==> src/rtl/fwd_hazard_ctrl_pkg.sv <==
// Shared encodings for the EX forwarding muxes and the shadow-pipeline result types.
package fwd_hazard_ctrl_pkg;

  localparam logic [2:0] FWD_RF      = 3'd0;
  localparam logic [2:0] FWD_IMM_MEM = 3'd1;
  localparam logic [2:0] FWD_ALU_MEM = 3'd2;
  localparam logic [2:0] FWD_IMM_WB  = 3'd3;
  localparam logic [2:0] FWD_ALU_WB  = 3'd4;
  localparam logic [2:0] FWD_MEM_WB  = 3'd5;

  typedef enum logic [1:0] {
    RT_NONE = 2'd0,
    RT_ALU  = 2'd1,
    RT_IMM  = 2'd2,
    RT_LOAD = 2'd3
  } rtype_e;

  // The MEM-bound (younger) producer shadows the WB-bound one. A load still in
  // EX is never forwarded: the interlock keeps its consumer out of EX.
  function automatic logic [2:0] fwd_code(input logic   ex_hit,
                                          input rtype_e ex_rt,
                                          input logic   mem_hit,
                                          input rtype_e mem_rt);
    logic [2:0] code;
    code = FWD_RF;
    if (ex_hit) begin
      case (ex_rt)
        RT_ALU:  code = FWD_ALU_MEM;
        RT_IMM:  code = FWD_IMM_MEM;
        default: code = FWD_RF;
      endcase
    end else if (mem_hit) begin
      case (mem_rt)
        RT_ALU:  code = FWD_ALU_WB;
        RT_IMM:  code = FWD_IMM_WB;
        RT_LOAD: code = FWD_MEM_WB;
        default: code = FWD_RF;
      endcase
    end
    return code;
  endfunction

endpackage

==> src/rtl/fwd_hazard_ctrl_fwd_sel.sv <==
// Per-operand forward-select: compares one ID source against the EX and MEM shadows.
module fwd_hazard_ctrl_fwd_sel
  import fwd_hazard_ctrl_pkg::*;
#(
  parameter int REG_AW     = 5,
  parameter int NREGS_ZERO = 0
) (
  input  logic [REG_AW-1:0] src,
  input  logic              use_src,
  input  logic              ex_valid,
  input  logic              ex_wr,
  input  logic [REG_AW-1:0] ex_dst,
  input  rtype_e            ex_rtype,
  input  logic              mem_valid,
  input  logic              mem_wr,
  input  logic [REG_AW-1:0] mem_dst,
  input  rtype_e            mem_rtype,
  output logic [2:0]        code
);

  logic src_live;
  logic ex_hit;
  logic mem_hit;

  assign src_live = use_src && (src != REG_AW'(NREGS_ZERO));
  assign ex_hit   = src_live && ex_valid && ex_wr && (ex_rtype != RT_NONE) && (ex_dst == src);
  assign mem_hit  = src_live && mem_valid && mem_wr && (mem_rtype != RT_NONE) && (mem_dst == src);
  assign code     = fwd_code(ex_hit, ex_rtype, mem_hit, mem_rtype);

endmodule

==> src/rtl/fwd_hazard_ctrl.sv <==
// EX operand forwarding and load-use interlock with a private EX/MEM/WB shadow pipeline.
// Optional build macro FWD_PERF_EN adds stall and forward event counters.
module fwd_hazard_ctrl
  import fwd_hazard_ctrl_pkg::*;
#(
  parameter int REG_AW     = 5,
  parameter int NREGS_ZERO = 0
) (
  input  logic              clk,
  input  logic              rst_n,
  input  logic              hold,
  input  logic              flush,
  input  logic              id_valid,
  input  logic [REG_AW-1:0] id_rs,
  input  logic [REG_AW-1:0] id_rt,
  input  logic              id_use_rs,
  input  logic              id_use_rt,
  input  logic [REG_AW-1:0] id_dst,
  input  logic              id_wr,
  input  logic [1:0]        id_rtype,
  output logic              stall,
  output logic [2:0]        ALUa_Fwd_ctr,
  output logic [2:0]        ALUb_Fwd_ctr
`ifdef FWD_PERF_EN
  ,
  output logic [31:0]       perf_stall_cnt,
  output logic [31:0]       perf_fwd_cnt
`endif
);

  typedef struct packed {
    logic              valid;
    logic              wr;
    logic [REG_AW-1:0] dst;
    rtype_e            rtype;
  } shadow_t;

  shadow_t    ex_d, ex_q, mem_d, mem_q, wb_d, wb_q;
  logic [2:0] fwd_a_d, fwd_a_q, fwd_b_d, fwd_b_q;
  logic [2:0] code_a, code_b;
  logic       dep_rs, dep_rt;

  fwd_hazard_ctrl_fwd_sel #(.REG_AW(REG_AW), .NREGS_ZERO(NREGS_ZERO)) u_sel_a (
    .src(id_rs), .use_src(id_use_rs),
    .ex_valid(ex_q.valid), .ex_wr(ex_q.wr), .ex_dst(ex_q.dst), .ex_rtype(ex_q.rtype),
    .mem_valid(mem_q.valid), .mem_wr(mem_q.wr), .mem_dst(mem_q.dst), .mem_rtype(mem_q.rtype),
    .code(code_a)
  );

  fwd_hazard_ctrl_fwd_sel #(.REG_AW(REG_AW), .NREGS_ZERO(NREGS_ZERO)) u_sel_b (
    .src(id_rt), .use_src(id_use_rt),
    .ex_valid(ex_q.valid), .ex_wr(ex_q.wr), .ex_dst(ex_q.dst), .ex_rtype(ex_q.rtype),
    .mem_valid(mem_q.valid), .mem_wr(mem_q.wr), .mem_dst(mem_q.dst), .mem_rtype(mem_q.rtype),
    .code(code_b)
  );

  assign dep_rs = id_use_rs && (id_rs == ex_q.dst);
  assign dep_rt = id_use_rt && (id_rt == ex_q.dst);
  assign stall  = id_valid && ex_q.valid && ex_q.wr && (ex_q.rtype == RT_LOAD) &&
                  (ex_q.dst != REG_AW'(NREGS_ZERO)) && (dep_rs || dep_rt);

  // NOTE: every always_comb output takes a default first so no path leaves it unassigned (no latch).
  always_comb begin
    ex_d    = ex_q;
    mem_d   = mem_q;
    wb_d    = wb_q;
    fwd_a_d = fwd_a_q;
    fwd_b_d = fwd_b_q;
    if (!hold) begin
      mem_d = ex_q;
      wb_d  = mem_q;
      if (stall || flush) begin
        ex_d    = '0;
        fwd_a_d = FWD_RF;
        fwd_b_d = FWD_RF;
      end else begin
        ex_d.valid = id_valid;
        ex_d.wr    = id_wr;
        ex_d.dst   = id_dst;
        ex_d.rtype = rtype_e'(id_rtype);
        fwd_a_d    = id_valid ? code_a : FWD_RF;
        fwd_b_d    = id_valid ? code_b : FWD_RF;
      end
    end
  end

  // NOTE: state registers use non-blocking assignments so every flop samples pre-edge values.
  always_ff @(posedge clk or negedge rst_n) begin
    if (!rst_n) begin
      ex_q    <= '0;
      mem_q   <= '0;
      wb_q    <= '0;
      fwd_a_q <= FWD_RF;
      fwd_b_q <= FWD_RF;
    end else begin
      ex_q    <= ex_d;
      mem_q   <= mem_d;
      wb_q    <= wb_d;
      fwd_a_q <= fwd_a_d;
      fwd_b_q <= fwd_b_d;
    end
  end

  assign ALUa_Fwd_ctr = fwd_a_q;
  assign ALUb_Fwd_ctr = fwd_b_q;

`ifdef FWD_PERF_EN
  logic [31:0] perf_stall_d, perf_stall_q, perf_fwd_d, perf_fwd_q;

  always_comb begin
    perf_stall_d = perf_stall_q;
    perf_fwd_d   = perf_fwd_q;
    if (!hold) begin
      if (stall) perf_stall_d = perf_stall_q + 32'd1;
      if ((fwd_a_d != FWD_RF) || (fwd_b_d != FWD_RF)) perf_fwd_d = perf_fwd_q + 32'd1;
    end
  end

  always_ff @(posedge clk or negedge rst_n) begin
    if (!rst_n) begin
      perf_stall_q <= '0;
      perf_fwd_q   <= '0;
    end else begin
      perf_stall_q <= perf_stall_d;
      perf_fwd_q   <= perf_fwd_d;
    end
  end

  assign perf_stall_cnt = perf_stall_q;
  assign perf_fwd_cnt   = perf_fwd_q;
`endif

endmodule

==> config.mk <==
export PLATFORM = sky130hd
export DESIGN_NAME = fwd_hazard_ctrl
export DESIGN_NICKNAME = d
export VERILOG_FILES = /design/src/rtl/fwd_hazard_ctrl_pkg.sv /design/src/rtl/fwd_hazard_ctrl_fwd_sel.sv /design/src/rtl/fwd_hazard_ctrl.sv
export SDC_FILE = /design/constraint.sdc
export NUM_CORES = 1
export LEC_CHECK = 0
export CAP_MARGIN = 30
export CORE_MARGIN = 4
export CORE_UTILIZATION = 43
export CTS_CLUSTER_DIAMETER = 120
export DETAILED_ROUTE_END_ITERATION = 7
export PLACE_DENSITY = 0.74
export SETUP_SLACK_MARGIN = 0.2
export SLEW_MARGIN = 20
export SYNTH_ARGS = -nofsm -noshare
export SYNTH_HDL_FRONTEND = slang
export SYNTH_SLANG_ARGS = --single-unit
==> constraint.sdc <==
create_clock -name clk -period 1.9 [get_ports clk]
set_input_delay 0.38 -clock clk [delete_from_list [all_inputs] [get_ports clk]]
set_output_delay 0.38 -clock clk [all_outputs]
set_load 0.01 [all_outputs]
==> run_summary.xml <==
<?xml version="1.0" encoding="UTF-8"?>
<metrics>
  <group name="floorplan">
    <metric name="ios" unit="">32</metric>
    <metric name="floorplan.core_area" unit="sq um">2805</metric>
    <metric name="core.rowCount" unit="">19</metric>
    <metric name="die_area" unit="sq um">3914</metric>
    <metric name="initial_utilization" unit="%">45.63</metric>
    <metric name="chipHeight" unit="microns">62.56</metric>
    <metric name="dieWidth" unit="microns">62.56</metric>
  </group>
  <group name="place">
    <metric name="io_buffer_count" unit="">31</metric>
    <metric name="place.detailed.instances" unit="">200</metric>
    <metric name="hpwl" unit="microns">2483</metric>
    <metric name="place_worst_setup_slack" unit="ps">-684.6</metric>
    <metric name="gp_routability_congestion" unit="">0.8123</metric>
  </group>
  <group name="grt">
    <metric name="antenna_found_initial" unit="">0</metric>
    <metric name="maximum_number_of_pins_on_one_net_before_global_route_repair" unit="">25</metric>
    <metric name="grtUsageTotal" unit="%">18.65</metric>
    <metric name="globalRoute.totalOverflow" unit="">0</metric>
    <metric name="first_global_vias" unit="">1218</metric>
    <metric name="grt_first_pass_wirelength" unit="microns">5844</metric>
  </group>
  <group name="cts">
    <metric name="clkSlewWorstSetupHoldPaths" unit="ps">130</metric>
    <metric name="clock_insertion_delay_worst_skew" unit="ps">310</metric>
    <metric name="htreeDepth" unit="">1</metric>
    <metric name="tritoncts_clock_tree" unit="">done</metric>
    <metric name="cts_root_buffer" unit="">clkbuf_4</metric>
    <metric name="cts.sinks" unit="">24</metric>
    <metric name="cts_made_buffers" unit="">3</metric>
    <metric name="clock_tree.buffer_depth" unit="">2</metric>
    <metric name="cts_hold_buf" unit="">0</metric>
  </group>
  <group name="final_layout">
    <metric name="n_fill_cell" unit="">222</metric>
    <metric name="register_area" unit="sq um">604.3</metric>
    <metric name="final_cells" unit="">212</metric>
    <metric name="synthToLayoutAreaGrowth" unit="%">54.06</metric>
    <metric name="multi_input_comb_area" unit="sq um">725.7</metric>
    <metric name="antenna_cells" unit="">0</metric>
    <metric name="nets" unit="">207</metric>
    <metric name="layout_cells_sized_above_1" unit="%">37.02</metric>
  </group>
  <group name="logic_synthesis">
    <metric name="asyncSetResetFlopFracSynth" unit="%">100.0</metric>
    <metric name="synth.lib_cells_used.distinct" unit="">27</metric>
    <metric name="yosys.area.top_type" unit="">dfrtp_1</metric>
    <metric name="netlist_area" unit="sq um">1280</metric>
    <metric name="seq_cells_post_synth" unit="">24</metric>
    <metric name="synth_seq_area_share" unit="%">46.92</metric>
    <metric name="synth_top_cells_by_count" unit="">24 x dfrtp_1, 12 x mux2_2, 11 x nand2_1, 11 x xor2_1, 9 x xnor2_1</metric>
    <metric name="synth_flop_cell" unit="">dfrtp_1</metric>
    <metric name="netlist_top_cells_area" unit="">dfrtp_1 47%, mux2_2 11%, xor2_1 7.5%</metric>
    <metric name="edff_count_synth" unit="">0</metric>
    <metric name="syn_avg_cell_area" unit="sq um">11.13</metric>
    <metric name="synth_warnings" unit="">0</metric>
    <metric name="yosys.area.top_type_share" unit="%">46.92</metric>
    <metric name="postSynthCellCount" unit="">115</metric>
    <metric name="yosys.cell_count.top_type" unit="">dfrtp_1</metric>
    <metric name="synth_nets" unit="">140</metric>
  </group>
  <group name="critical_path">
    <metric name="critPathMaxFanout" unit="">5</metric>
    <metric name="cp_cell_sequence" unit="">xor2_1 -&gt; nor4_1 -&gt; nand3_1 -&gt; a21oi_2 -&gt; buf_2</metric>
    <metric name="worstPathArrival" unit="ps">1760</metric>
    <metric name="slowest_delay" unit="ps">480</metric>
    <metric name="criticalPathCategory" unit="">reg -&gt; out</metric>
    <metric name="endpoint_kind" unit="">output pin</metric>
    <metric name="critical_path_required" unit="ps">1520</metric>
    <metric name="critPathSlowestCell" unit="">dfrtp_2</metric>
    <metric name="reg2reg_setup_slack" unit="ps">-230</metric>
    <metric name="timing.critical_path.from_type" unit="">flop</metric>
  </group>
  <group name="run_status">
    <metric name="violations" unit="">setup timing</metric>
    <metric name="outcome" unit="">finished, violations left</metric>
  </group>
  <group name="routing">
    <metric name="drc" unit="">0</metric>
    <metric name="viasPerCell" unit="">5.453</metric>
    <metric name="routed_wire_length_per_instance" unit="microns">16.21</metric>
    <metric name="postRouteAntennaNets" unit="">0</metric>
    <metric name="drt-total-wl" unit="microns">3436</metric>
    <metric name="detailroute.via_count" unit="">1156</metric>
    <metric name="first_pass_iters" unit="">4</metric>
    <metric name="number_of_drc_markers_in_iteration_0" unit="">47</metric>
  </group>
  <group name="power_and_ir_drop">
    <metric name="powerDensity" unit="nW/um^2">570.1</metric>
    <metric name="total_power" unit="mW">1.124</metric>
    <metric name="max-vdd-ir-drop" unit="mV">0.3769</metric>
    <metric name="static-leakage-power" unit="nW">0.8701</metric>
  </group>
  <group name="timing">
    <metric name="final.setup.worst_slack" unit="ps">-242.9</metric>
    <metric name="grt_setup_unrepaired" unit="">yes</metric>
    <metric name="hold_viol_final" unit="">0</metric>
    <metric name="final.hold.worst_slack" unit="ps">407.0</metric>
    <metric name="max_freq" unit="MHz">466.7</metric>
    <metric name="timing.final.max_slew_violations" unit="">0</metric>
    <metric name="finalCriticalPeriod" unit="ps">2143</metric>
    <metric name="finalSetupViolCount" unit="">16</metric>
    <metric name="finClkSkew" unit="ps">1.816</metric>
    <metric name="worst_slew_margin_rel" unit="%">69.20</metric>
    <metric name="fin_crit_sh" unit="%">112.8</metric>
    <metric name="tightest_slew" unit="ps">457.8</metric>
  </group>
  <group name="worst_hold_path">
    <metric name="hold_path_class" unit="">in -&gt; async</metric>
  </group>
  <group name="job">
    <metric name="number_of_max_capacitance_violations_reported" unit="">0</metric>
  </group>
</metrics>
## repair_timing
action,4_1_cts,5_1_grt
setup endpoints to repair,16,16
pin swaps,5,6
setup buffers,6,2
hold endpoints to repair,0,0
gates resized for setup,20,7
## final cells by class
| type | instances | share of cell area, % |
|---|---|---|
| timing repair buffer | 65 | 28.74 |
| clock buffer | 4 | 1.840 |
| sequential | 24 | 30.65 |
| tap | 31 | 1.967 |
| multi-input combinational | 88 | 36.80 |
## logic make-up after synthesis
family                    count (synthesis)  synth area share [%]
muxes                                    13                 11.34
xor gates and xnor gates                 20                 13.69
AOI/OAI and AO/OA                        19                 11.63
buffers and inverters                     3                0.8797
DFF                                      24                 46.92
and+or+nand+nor                          36                 15.54
## power breakdown
part | internal (mW) | switching, mW | total (mW) | leakage [nW]
Sequential | 0.547 | 0.0411 | 0.588 | 0.314
Combinational | 0.160 | 0.104 | 0.264 | 0.535
Clock | 0.117 | 0.155 | 0.272 | 0.0210
Total | 0.824 | 0.300 | 1.12 | 0.870
## routing by layer
layer  wire, microns  GRT usage (%)  vias to the layer above
li1                -              -                      558
met1            1499          25.00                      562
met2            1704          30.49                       29
met3             156          2.698                        7
met4              75          6.887                        0
met5               0              0                        -
## cell usage in the layout (no fill, tap or decap)
cell type | synthesis | routed
dfrtp_2 | 0 | 3
xnor2_1 | 9 | 9
a22o_1 | 8 | 8
nand4_1 | 2 | 2
nor4_1 | 2 | 2
a32o_1 | 1 | 1
clkbuf_8 | 0 | 1
buf_2 | 0 | 1
nand3_1 | 5 | 4
o21ai_2 | 0 | 3
and4_1 | 1 | 1
nand3_2 | 0 | 1
nor2_2 | 0 | 1
nor2_1 | 3 | 2
o211ai_1 | 1 | 1
o211a_1 | 1 | 1
nand2_1 | 11 | 11
buf_4 | 0 | 31
nor3_1 | 3 | 1
nor3_4 | 0 | 2
nor2b_1 | 1 | 1
or4b_4 | 1 | 1
mux2_2 | 12 | 12
nand2b_1 | 2 | 2
dfrtp_1 | 24 | 21
clkbuf_4 | 0 | 3
a21oi_2 | 1 | 1
o211ai_2 | 1 | 1
nand3b_1 | 1 | 1
or4_4 | 0 | 1
dlygate4sd2_1 | 0 | 4
mux2i_4 | 0 | 1
nor3_2 | 1 | 1
xor2_1 | 11 | 11
buf_6 | 0 | 3
o21ai_1 | 5 | 3
or4_1 | 3 | 2
clkdlybuf4s50_1 | 0 | 26
## final timing paths
check                                 from               to  cells after the start
hold / removal                       rst_n          ex_q[5]                      2
setup reg to reg                   ex_q[3]  ALUb_Fwd_ctr[2]                      6
min in group clk           ALUb_Fwd_ctr[1]  ALUb_Fwd_ctr[1]                      2
setup / recovery                   ex_q[6]            stall                      5
hold reg to reg            ALUb_Fwd_ctr[1]  ALUb_Fwd_ctr[1]                      2
max in group asynchronous            rst_n          ex_q[6]                      2
## flip-flops by register name (all words and copies together), names as in the netlist
| name | cells |
|---|---|
| ALUb_Fwd_ctr | 3 |
| ALUa_Fwd_ctr | 3 |
| mem_q | 9 |
| ex_q | 9 |
## stage by stage
stage               cell area, sq um  setup TNS, ps  utilization, %
global route                    1972          -4741           70.29
finish                          1972          -3242           70.29
floorplan                       1280              0               -
CTS                             1927          -1939           68.69
detailed placement              1813          -6718           64.63
global placement                1813          -5469           64.63
## critical path, delay by kind of cell (launching register included)
| family | cells | cell delay [ps] |
|---|---|---|
| buf+inv | 1 | 160 |
| flops | 1 | 480 |
| simple gates | 2 | 440 |
| compound gates | 1 | 210 |
| xor+xnor | 1 | 160 |
Power figures use the tool's default switching activity.
